$ cat src/rtl/hazard_ctrl.sv
// Hazard sequencer for the 5-stage core: stage enables/bubbles for load-use,
// taken branches and data-memory wait states, with a timeout halt and perf counters.
module hazard_ctrl #(
    parameter int WAIT_TIMEOUT = 16,
    parameter int CNT_WIDTH    = 32
) (
    input  logic                 clk,
    input  logic                 rst_n,
    input  logic                 ld_q3_i,
    input  logic [4:0]           rd_q3_i,
    input  logic [4:0]           rs1_q2_i,
    input  logic [4:0]           rs2_q2_i,
    input  logic                 use_rs1_q2_i,
    input  logic                 use_rs2_q2_i,
    input  logic                 branch_taken_q4_i,
    input  logic                 dmem_req_i,
    input  logic                 dmem_ready_i,
    output logic                 pc_en_o,
    output logic                 q1q2_en_o,
    output logic                 q2q3_en_o,
    output logic                 q3q4_en_o,
    output logic                 q4q5_en_o,
    output logic                 q1q2_flush_o,
    output logic                 q2q3_flush_o,
    output logic                 q3q4_flush_o,
    output logic                 q4q5_flush_o,
    output logic                 dmem_cancel_o,
    output logic                 halted_o,
    output logic                 bus_err_o,
    output logic [CNT_WIDTH-1:0] stall_cycles_o,
    output logic [CNT_WIDTH-1:0] flush_cnt_o
);
    typedef enum logic [1:0] {RUN, MEM_WAIT, ERROR} state_t;

    localparam logic [7:0]           TO_LAST = 8'(WAIT_TIMEOUT - 1);
    localparam logic [CNT_WIDTH-1:0] CNT_MAX = '1;

    state_t               r_state;
    logic [7:0]           r_wait_cnt;
    logic [CNT_WIDTH-1:0] r_stall_cnt;
    logic [CNT_WIDTH-1:0] r_flush_cnt;
    logic                 r_bus_err;
    logic                 r_halted;

    logic w_loaduse, w_memstall, w_run_eval;
    logic w_br_evt, w_enter_wait, w_timeout;

    assign w_loaduse = ld_q3_i && (rd_q3_i != 5'd0) &&
                       ((use_rs1_q2_i && rs1_q2_i == rd_q3_i) ||
                        (use_rs2_q2_i && rs2_q2_i == rd_q3_i));
    assign w_memstall = dmem_req_i && !dmem_ready_i;
    // A MEM_WAIT cycle whose access completes (or whose request vanished) behaves like RUN
    assign w_run_eval = (r_state == RUN) || (r_state == MEM_WAIT && !w_memstall);

    always_comb begin
        pc_en_o       = 1'b1;
        q1q2_en_o     = 1'b1;
        q2q3_en_o     = 1'b1;
        q3q4_en_o     = 1'b1;
        q4q5_en_o     = 1'b1;
        q1q2_flush_o  = 1'b0;
        q2q3_flush_o  = 1'b0;
        q3q4_flush_o  = 1'b0;
        q4q5_flush_o  = 1'b0;
        dmem_cancel_o = 1'b0;
        w_br_evt      = 1'b0;
        w_enter_wait  = 1'b0;
        w_timeout     = 1'b0;
        if (rst_n) begin
            if (w_run_eval) begin
                if (branch_taken_q4_i) begin
                    q1q2_flush_o  = 1'b1;
                    q2q3_flush_o  = 1'b1;
                    q3q4_flush_o  = 1'b1;
                    dmem_cancel_o = dmem_req_i;
                    w_br_evt      = 1'b1;
                end else if (w_memstall) begin
                    pc_en_o      = 1'b0;
                    q1q2_en_o    = 1'b0;
                    q2q3_en_o    = 1'b0;
                    q3q4_en_o    = 1'b0;
                    q4q5_flush_o = 1'b1;
                    w_enter_wait = 1'b1;
                end else if (w_loaduse) begin
                    pc_en_o      = 1'b0;
                    q1q2_en_o    = 1'b0;
                    q2q3_flush_o = 1'b1;
                end
            end else if (r_state == MEM_WAIT) begin
                pc_en_o      = 1'b0;
                q1q2_en_o    = 1'b0;
                q2q3_en_o    = 1'b0;
                q3q4_en_o    = 1'b0;
                q4q5_flush_o = 1'b1;
                if (r_wait_cnt == TO_LAST) begin
                    dmem_cancel_o = 1'b1;
                    w_timeout     = 1'b1;
                end
            end else begin
                pc_en_o   = 1'b0;
                q1q2_en_o = 1'b0;
                q2q3_en_o = 1'b0;
                q3q4_en_o = 1'b0;
                q4q5_en_o = 1'b0;
            end
        end
    end

    always_ff @(posedge clk or negedge rst_n) begin
        if (!rst_n) begin
            r_state     <= RUN;
            r_wait_cnt  <= 8'd0;
            r_stall_cnt <= '0;
            r_flush_cnt <= '0;
            r_bus_err   <= 1'b0;
            r_halted    <= 1'b0;
        end else begin
            // The timeout cycle still counts: halted only rises after it
            if (!pc_en_o && !r_halted && r_stall_cnt != CNT_MAX)
                r_stall_cnt <= r_stall_cnt + CNT_WIDTH'(1);
            if (w_br_evt && r_flush_cnt != CNT_MAX)
                r_flush_cnt <= r_flush_cnt + CNT_WIDTH'(1);
            case (r_state)
                RUN: if (w_enter_wait) begin
                    r_state    <= MEM_WAIT;
                    r_wait_cnt <= 8'd1;
                end
                MEM_WAIT: if (!w_memstall) begin
                    r_state    <= RUN;
                    r_wait_cnt <= 8'd0;
                end else if (w_timeout) begin
                    r_state   <= ERROR;
                    r_bus_err <= 1'b1;
                    r_halted  <= 1'b1;
                end else begin
                    r_wait_cnt <= r_wait_cnt + 8'd1;
                end
                default: r_state <= ERROR;
            endcase
        end
    end

    assign halted_o       = r_halted;
    assign bus_err_o      = r_bus_err;
    assign stall_cycles_o = r_stall_cnt;
    assign flush_cnt_o    = r_flush_cnt;
endmodule

$ cat config.mk
export PLATFORM = sky130hd
export DESIGN_NAME = hazard_ctrl
export DESIGN_NICKNAME = d
export VERILOG_FILES = /design/src/rtl/hazard_ctrl.sv
export SDC_FILE = /design/constraint.sdc
export NUM_CORES = 1
export LEC_CHECK = 0
export BUFFER_PORTS_ARGS = -buffer_cell sky130_fd_sc_hd__buf_2
export CORE_AREA = 2 2 103 105
export CTS_CLUSTER_SIZE = 10
export DETAILED_ROUTE_END_ITERATION = 10
export DIE_AREA = 0 0 105 107
export HOLD_SLACK_MARGIN = 0.02
export PLACE_DENSITY_LB_ADDON = 0.3
export SLEW_MARGIN = 20
export SYNTH_ARGS = -nofsm -noshare
export SYNTH_HDL_FRONTEND = slang
export SYNTH_SLANG_ARGS = --single-unit
$ cat constraint.sdc
create_clock -name clk -period 2.48 [get_ports clk]
set_input_delay 0.124 -clock clk [delete_from_list [all_inputs] [get_ports clk]]
set_output_delay 0.124 -clock clk [all_outputs]
set_load 0.01 [all_outputs]
==> results of run 1 <==
[synth_stat cells (2+ instances only)]
master,n,area (um2)
dfrtp_1,75,1880
nand2_1,46,173
xor2_1,41,359
nor2_1,36,135
xnor2_1,30,263
nand3_1,22,110
nand4_1,19,119
nor3_1,19,95.1
inv_1,10,37.5
o21ai_0,8,40.0
and3_1,7,43.8
nand2b_1,7,43.8
mux2_2,6,67.6
nor4_1,6,37.5
a21oi_1,5,25.0
buf_4,5,37.5
or3_1,4,25.0
and4_1,3,26.3
ha_1,3,37.5
or2_2,3,18.8
or4_1,3,22.5
and2_1,2,12.5
and2b_1,2,15.0
buf_6,2,22.5
nand3_2,2,20.0
nand3b_1,2,15.0
nor3_2,2,20.0
nor4_2,2,25.0
o211ai_2,2,25.0
[area by class of cell]
type	count	area (um2)	area share [%]
Multi-Input combinational cell	302	1990	41.0
Clock inverter	5	53.8	1.11
Clock buffer	10	128	2.62
Inverter	10	37.5	0.772
Sequential cell	75	1880	38.6
Timing Repair Buffer	111	606	12.4
Tap cell	136	170	3.50
[state kept, by name (all words and copies together), names as in the netlist]
signal	count
bus_err_o	1
flush_cnt_o	32
r_wait_cnt	8
r_state	2
stall_cycles_o	32
[routing by layer]
layer	track usage, %	vias to the layer above	share of wire (%)
li1	-	1603	-
met1	22.3	1562	49
met2	26.9	62	46
met3	4.07	12	4.2
met4	5.62	0	1.2
met5	0	-	0
[cells in the final DEF, fill, tap and decap left out, types with 4 or more instances in the layout]
cell type,synthesis,routed
a21oi_1,5,5
and3_1,7,7
buf_2,1,97
buf_4,5,12
clkbuf_8,0,9
dfrtp_1,75,75
inv_1,10,10
mux2_2,6,6
nand2_1,46,46
nand2b_1,7,7
nand3_1,22,22
nand4_1,19,19
nor2_1,36,36
nor3_1,19,19
nor4_1,6,6
o21ai_0,8,8
or3_1,4,4
xnor2_1,30,30
xor2_1,41,41
[worst max path at each step]
stage / from / endpoint / slack (ps) / cells after the start
after detailed placement: stall_cycles_o[0]$_DFFE_PN0P_ / stall_cycles_o[30]$_DFFE_PN0P_ / 210 / 5
after floorplan: stall_cycles_o[0]$_DFFE_PN0P_ / stall_cycles_o[30]$_DFFE_PN0P_ / 400 / 5
final: stall_cycles_o[0]$_DFFE_PN0P_ / stall_cycles_o[28]$_DFFE_PN0P_ / 200 / 5
after global routing: stall_cycles_o[0]$_DFFE_PN0P_ / stall_cycles_o[28]$_DFFE_PN0P_ / 70 / 5
after CTS: stall_cycles_o[0]$_DFFE_PN0P_ / stall_cycles_o[28]$_DFFE_PN0P_ / 190 / 5
after global placement: stall_cycles_o[0]$_DFFE_PN0P_ / stall_cycles_o[28]$_DFFE_PN0P_ / 330 / 5
[kinds of logic after synthesis]
family                     after synthesis  synth area share, %
and+or+nand+nor                        195                 26.4
DFF                                     75                 47.2
xor gates and xnor gates                71                 15.6
AOI/OAI and AO/OA                       27                 5.41
buffers and inverters                   19                 2.67
muxes                                    6                 1.70
adders and majority gates                3                0.944
[what timing repair did]
action,4_1_cts,5_1_grt
hold buffers,1,0
endpoints found under the setup margin,0,0
setup buffers,0,0
endpoints found under the hold margin,18,0
[stage by stage]
step	util, %	hold slack [ps]	setup WS, ps
2_1_floorplan	-	-172	398
5_1_grt	48.2	121	69.2
4_1_cts	48.2	132	191
6_report	48.2	134	198
3_3_place_gp	46.3	-53.5	327
3_5_place_dp	46.3	-55.3	208
[where the power goes]
group	internal [mW]	switching (mW)
clock	0.459	0.460
sequential	1.28	0.0858
combinational	0.140	0.171
total	1.88	0.717
[critical path, delay by kind of cell, from the launching register on]
| family | cells | cell delay [ps] |
|---|---|---|
| flops | 1 | 440 |
| fa+ha+maj | 1 | 200 |
| simple gates | 3 | 1130 |
| mux | 1 | 380 |
==> flow_summary.toml, run 1 <==
[yosys]
seq_area_frac_synth_pct = 47.2
synth_flop_cell = "dfrtp_1"
syn_area_um2 = 3980
syn-mean-instance-area_um2 = 10.0
synthArstFlopShare_pct = 100
yosysWarningCount = 0
synth-edff-count = 0
synth_seq_cells = 75
yosysUniqueCellTypes = 51
syn_nets = 422
netlist_instances = 396

[detailed_routing]
drt_iter0_markers = 112
dr.pass1.iters = 6
wl_per_cell_um = 14.5
wirelength_mm = 9.40
ant_nets = 0
vias_per_cell = 4.99
routed-via-count = 3239
drc = 0

[clock_network]
clock-sinks = 75
post_cts_resized = 0
clk_latency_ps = 350
cts.path.max_buffers = 2
path_clk_slew_ps = 90
root_buffer = "clkbuf_8"
htree_levels = 3
cts_inserted_buffers = 9
cts_tree = "done"

[power_and_ir_drop]
fin_total_pwr_mw = 2.60
power.density_nw_per_um2 = 535
ir_drop_mv = 0.340
leakagePower_nw = 2.45

[layout]
area_growth_pct = 22.3
fillers = 1004
stdcell_area_um2 = 4860
layout.nets = 535
drive_above_1_share_pct = 29.0
fin_cells = 649
diodes = 0

[global_routing]
track_usage_pct = 16.8
grt_max_degree = 58
grt_pass1_vias = 3193
grt_first_pass_wirelength_mm = 15.3
grt-ovfl-total = 0
antenna_found_initial = 0

[critical_path]
worstPathRequired_ps = 2700
r2r_start = "stall_cycles_o[0]$_DFFE_PN0P_"
rrSetupSlack_ps = 200
critical_path_class = "reg2reg"
r2r_end = "stall_cycles_o[28]$_DFFE_PN0P_"
crit_chain = "ha_1 > nand3_1 > or4_1 > nor4_1 > mux2_2"
worstPathArrival_ps = 2510
r2r_cells = 5
cp_max_fo = 7
critical-path-slowest-cell = "or4_1"
cpPeakStageDelay_ps = 590
endpoint_kind = "register"
critPathLaunchType = "register"

[timing]
min_period_over_period_pct = 92.0
clock.fmax_ghz = 0.438
tightest_slew_ps = 737
drv_slew = 0
setup_viol = 0
relSlewSlack_pct = 50.9
hold_viol = 0
setup-tns-final_ps = 0
fin_crit_ps = 2280
clock_skew_ps = 15.9
grt_setup_unrepaired = "false"

[placement]
placedCellCount = 633
gp_congestion = 0.823
port_buffers = 98
placed_area_um2 = 4670
place_hpwl_mm = 7.12

[min_path]
min_path_type = "in2async"

[outcome]
status = "finished clean"

[floorplan]
rows = 37
ioPinCount = 99
dieArea_um2 = 11200
fp.coreArea_um2 = 10100
die_h_um = 107
fp.dieW_um = 105
start_util_pct = 39.4

[flow_run]
maxCapViolCount = 0
(Power assumes the default switching activity.)
==> run 2, diff against run 1 <==
--- a/config.mk
+++ b/config.mk
@@ -11,7 +11,7 @@
 export DETAILED_ROUTE_END_ITERATION = 10
 export DIE_AREA = 0 0 105 107
 export HOLD_SLACK_MARGIN = 0.02
-export PLACE_DENSITY_LB_ADDON = 0.3
+export PLACE_DENSITY = 0.58
 export SLEW_MARGIN = 20
 export SYNTH_ARGS = -nofsm -noshare
 export SYNTH_HDL_FRONTEND = slang
==> run 2 against run 1 <==
- utilization rose by 0.062 points
- die area is the same
- total power grew 4.2%
- via count is 0.74% lower
- worst setup slack lost 2.8 ps
- global-route usage is 0.063 points lower
- clock power rose by 12%
- first-iteration DRC count increased by 13%
- final cell count down 0.62%
- critical path depth stayed put
- critical path type is now reg2out
==> flow_summary.toml, run 2 (synthesis results as in run 1) <==
[outcome]
status = "finished clean"

[clock_network]
clk_latency_ps = 350
cts.path.max_buffers = 2
root_buffer = "clkbuf_8"
clock-sinks = 75
path_clk_slew_ps = 80
htree_levels = 3
cts_tree = "done"
cts_inserted_buffers = 9

[layout]
diodes = 0
final_common_cell = "buf_2"
drive_above_1_share_pct = 28.1
fin_cells = 645
regArea_um2 = 1880
mostFrequentLayoutCells = "buf_2 (97), dfrtp_1 (75), nand2_1 (46)"
area_growth_pct = 22.5
layout.nets = 531
multiInputGateArea_um2 = 2000
fillers = 1005

[timing]
clock_skew_ps = 11.8
grt_setup_unrepaired = "false"
tightest_slew_ps = 875
hold_viol = 0
fin_crit_ps = 2280
clock.fmax_ghz = 0.438
min_period_over_period_pct = 92.1
relSlewSlack_pct = 41.7
setup_viol = 0
drv_slew = 0
setup-tns-final_ps = 0

[global_routing]
grt_max_degree = 71
grt-ovfl-total = 0
grt_pass1_vias = 3003
antenna_found_initial = 0
grt_first_pass_wirelength_mm = 15.0
track_usage_pct = 16.7

[flow_run]
maxCapViolCount = 0

[placement]
placedCellCount = 629
port_buffers = 98
gp_congestion = 0.832
place_hpwl_mm = 6.73

[detailed_routing]
dr.pass1.iters = 4
routed-via-count = 3215
drc = 0
vias_per_cell = 4.98
wl_per_cell_um = 14.2
ant_nets = 0
drt_iter0_markers = 126
wirelength_mm = 9.14

[min_path]
min_path_type = "in2async"

[critical_path]
worstPathArrival_ps = 2160
cpPeakStageDelay_ps = 640
rrSetupSlack_ps = 250
r2r_start = "flush_cnt_o[0]$_DFFE_PN0P_"
critical-path-slowest-cell = "or4bb_1"
r2r_cells = 7
worstPathRequired_ps = 2360
crit_chain = "or4bb_1 > nor4_4 > buf_4 > a21o_1 > buf_2"
cp_max_fo = 11
critical_path_class = "reg2out"
r2r_end = "flush_cnt_o[19]$_DFFE_PN0P_"
critPathLaunchType = "register"
endpoint_kind = "primary output"

[floorplan]
fp.dieW_um = 105
dieArea_um2 = 11200
ioPinCount = 99
rows = 37
fp.coreArea_um2 = 10100
die_h_um = 107
start_util_pct = 39.4

[power_and_ir_drop]
power.density_nw_per_um2 = 556
leakagePower_nw = 2.44
combPwrFrac_pct = 11.6
fin_total_pwr_mw = 2.71
pwr-share-clk_pct = 37.9
p_sw_uw = 693
p_int_mw = 2.02
ir_drop_mv = 0.348
power.share.switching_pct = 25.6
seqPwrFrac_pct = 50.5
## run 2: changes by cell type in the layout (fill, tap and decap cells not counted), sizes merged
| cell | delta |
|---|---|
| buf | -4 |
| clkbuf | +3 |
| clkinv | -3 |
| bufinv | +1 |
| inv | -1 |
## run 2: routing by layer
| layer | part of all wire [%] | GRT usage (%) | vias up |
|---|---|---|---|
| li1 | - | - | 1585 |
| met1 | 48 | 23.2 | 1551 |
| met2 | 46 | 24.7 | 68 |
| met3 | 5.1 | 4.32 | 11 |
| met4 | 1.3 | 7.14 | 0 |
| met5 | 0 | 0 | - |
## run 2: how the worst max path moves through the flow
stage	from	to
global placement	stall_cycles_o[0]$_DFFE_PN0P_	stall_cycles_o[30]$_DFFE_PN0P_
global route	r_state[1]$_DFFE_PN0P_	dmem_cancel_o
floorplan	stall_cycles_o[0]$_DFFE_PN0P_	stall_cycles_o[30]$_DFFE_PN0P_
detailed placement	stall_cycles_o[0]$_DFFE_PN0P_	stall_cycles_o[30]$_DFFE_PN0P_
finish	r_state[1]$_DFFE_PN0P_	dmem_cancel_o
CTS	r_state[1]$_DFFE_PN0P_	dmem_cancel_o
## run 2: what timing repair did
| item | in CTS | in global routing |
|---|---|---|
| setup endpoints to repair | 0 | 1 |
| resized for setup | 0 | 1 |
| buffers inserted | 0 | 0 |
| hold endpoints to repair | 6 | 0 |
| hold buffers | 1 | 0 |
## run 2: critical path: cells and delay by family (launching register included)
family / cells / cell delay [ps]
compound gates: 1 / 80
flops: 1 / 480
buf+inv: 2 / 290
simple gates: 2 / 960
## run 2: cell type report
type,instances,share of cell area [%]
repair buffers,107,11.8
inverters,10,0.771
well taps,136,3.49
clock buffers,13,3.06
flip-flops and latches,75,38.5
clock inverters,2,1.23
multi-input cells,302,41.1
## run 2: power groups by stage
| stage | Combinational [mW] | Clock [mW] | Sequential, mW |
|---|---|---|---|
| CTS | 0.323 | 1.05 | 1.37 |
| finish | 0.315 | 1.03 | 1.37 |
| global placement | 0.313 | 0 | 1.38 |
| floorplan | 0.142 | 0 | 1.41 |
| global route | 0.352 | 1.10 | 1.38 |
| detailed placement | 0.313 | 0 | 1.39 |
## run 2: stage by stage
stage	util, %	hold WS (ps)	worst slack (ps)	area, um2
2_1_floorplan	-	-172	398	3980
3_3_place_gp	46.0	-31.6	349	4640
3_5_place_dp	46.0	-30.0	267	4640
4_1_cts	48.2	132	149	4860
5_1_grt	48.3	144	67.8	4870
6_report	48.3	138	195	4870
==> run 3, diff against run 2 <==
--- a/config.mk
+++ b/config.mk
@@ -6,10 +6,10 @@
 export NUM_CORES = 1
 export LEC_CHECK = 0
 export BUFFER_PORTS_ARGS = -buffer_cell sky130_fd_sc_hd__buf_2
-export CORE_AREA = 2 2 103 105
+export CORE_AREA = 4 4 105 107
 export CTS_CLUSTER_SIZE = 10
 export DETAILED_ROUTE_END_ITERATION = 10
-export DIE_AREA = 0 0 105 107
+export DIE_AREA = 0 0 109 111
 export HOLD_SLACK_MARGIN = 0.02
 export PLACE_DENSITY = 0.58
 export SLEW_MARGIN = 20
==> run 3 against run 2 <==
- worst setup slack got worse by 35 ps
- flip-flop and latch count is the same
- non-clock buffer count increased by 3
- via count is essentially flat
- combinational power fell by 2%
- routed wire length rose by 0.72%
- maximum frequency fell by 1.5%
==> flow_summary.toml, run 3 (synthesis results as in run 1) <==
[outcome]
status = "finished clean"

[placement]
placed_area_um2 = 4670
port_buffers = 98
placedCellCount = 632
pre_cts_slack_ps = 208
place_hpwl_mm = 7.03
gp_congestion = 0.804

[layout]
final_common_cell = "buf_2"
mostFrequentLayoutCells = "buf_2 (97), dfrtp_1 (75), nand2_1 (46)"
layout.nets = 534
drive_above_1_share_pct = 28.7
fin_cells = 649
multiInputGateArea_um2 = 2000
area_growth_pct = 21.6
diodes = 0
regArea_um2 = 1880
fillers = 1003
stdcell_area_um2 = 4840

[power_and_ir_drop]
pwr-share-clk_pct = 31.9
seqPwrFrac_pct = 55.5
ir_drop_mv = 0.243
p_sw_uw = 677
combPwrFrac_pct = 12.6
leakagePower_nw = 2.43
power.share.switching_pct = 27.5
power.density_nw_per_um2 = 509
p_int_mw = 1.79

[timing]
grt_setup_unrepaired = "false"
setup-tns-final_ps = 0
fin_crit_ps = 2320
relSlewSlack_pct = 60.9
min_period_over_period_pct = 93.5
tightest_slew_ps = 585
setup_viol = 0
hold_viol = 0
drv_slew = 0
worst_slack_ps = 161
clock.fmax_ghz = 0.431
whs_ps = 157
clock_skew_ps = 12.0

[detailed_routing]
vias_per_cell = 4.96
wl_met1_mm = 4.39
dr.pass1.iters = 4
routed-via-count = 3218
top_layer_used = "met4"
drc = 0
ant_nets = 0
wl_per_cell_um = 14.2
dr_wl_met2_mm = 4.16
dr_wl_met3_um = 546
drt_iter0_markers = 195
wirelength_mm = 9.20

[clock_network]
path_clk_slew_ps = 70
clock-sinks = 75
cts_setup_buffers = 0
cts.path.max_buffers = 2
cts_inserted_buffers = 9
clk_latency_ps = 340
htree_levels = 3
cts_tree = "done"
root_buffer = "clkbuf_8"

[floorplan]
die_h_um = 111
dieArea_um2 = 12100
ioPinCount = 99
fp.coreArea_um2 = 10100
start_util_pct = 39.2
rows = 37
fp.dieW_um = 109

[flow_run]
maxCapViolCount = 0

[global_routing]
antenna_found_initial = 0
grt-ovfl-total = 0
grt_max_degree = 38
track_usage_pct = 16.3
grt_first_pass_wirelength_mm = 15.9
grt_pass1_vias = 3180

[critical_path]
critical-path-slowest-cell = "or4bb_1"
cp_max_fo = 11
r2r_cells = 5
endpoint_kind = "primary output"
rrSetupSlack_ps = 260
path_buf_inv = 2
path_delay_family = "simple AND/OR/NAND/NOR gates"
critPathLaunchType = "register"
r2r_end = "stall_cycles_o[30]$_DFFE_PN0P_"
r2r_start = "stall_cycles_o[4]$_DFFE_PN0P_"
cpPeakStageDelay_ps = 630
critical_path_class = "reg2out"
worstPathRequired_ps = 2360
worstPathArrival_ps = 2200
crit_chain = "or4bb_1 > nor4_2 > buf_4 > a21o_1 > buf_2"

[min_path]
min_path_type = "in2async"
==> run 3: layout make-up <==
cell class / instances / share of cell area, %
clock inverter: 3 / 0.310
tap: 136 / 3.52
clock buffer: 13 / 2.87
timing repair buffer: 110 / 12.4
multi-input combinational: 302 / 41.3
inverter: 10 / 0.776
sequential: 75 / 38.8
==> run 3: routing by layer <==
layer | vias up | GRT usage [%]
met5 | - | 0
met4 | 0 | 4.63
met3 | 8 | 4.19
met2 | 80 | 23.6
met1 | 1528 | 23.8
li1 | 1602 | -
==> run 3: worst max path at each step <==
| stage | to | depth (start not counted) | from | slack [ps] |
|---|---|---|---|---|
| after floorplan | stall_cycles_o[30]$_DFFE_PN0P_ | 5 | stall_cycles_o[0]$_DFFE_PN0P_ | 400 |
| after global placement | stall_cycles_o[15]$_DFFE_PN0P_ | 7 | stall_cycles_o[13]$_DFFE_PN0P_ | 220 |
| after detailed placement | stall_cycles_o[17]$_DFFE_PN0P_ | 7 | stall_cycles_o[13]$_DFFE_PN0P_ | 210 |
| after CTS | dmem_cancel_o | 5 | r_state[1]$_DFFE_PN0P_ | 130 |
| after global routing | dmem_cancel_o | 5 | r_state[1]$_DFFE_PN0P_ | 10 |
| final | dmem_cancel_o | 5 | r_state[1]$_DFFE_PN0P_ | 160 |
==> run 3: worst register-to-register path: stages (launching register included) <==
cell     delay, ps
dfrtp_1        450
and4_1         240
nand2_1         80
or4_1          600
nor4b_1        350
mux2_2         380
==> run 3: repair_timing <==
item / 4_1_cts / 5_1_grt
endpoints found under the hold margin: 75 / 0
gates resized for setup: 0 / 1
setup endpoints to repair: 0 / 9
hold buffers: 1 / 0
==> run 3: per-stage QoR <==
| stage | total power, mW | utilization, % |
|---|---|---|
| 6_report | 2.46 | 47.7 |
| 5_1_grt | 2.62 | 47.7 |
| 4_1_cts | 2.51 | 47.6 |
| 3_5_place_dp | 1.71 | 46.0 |
| 3_3_place_gp | 1.70 | 46.0 |
| 2_1_floorplan | 1.55 | - |
==> run 3: power groups by stage <==
stage               clock network (mW)  logic, mW  registers (mW)
floorplan                            0      0.142            1.41
global placement                     0      0.312            1.39
detailed placement                   0      0.317            1.39
CTS                              0.820      0.320            1.37
global route                     0.890      0.352            1.38
finish                           0.785      0.310            1.37
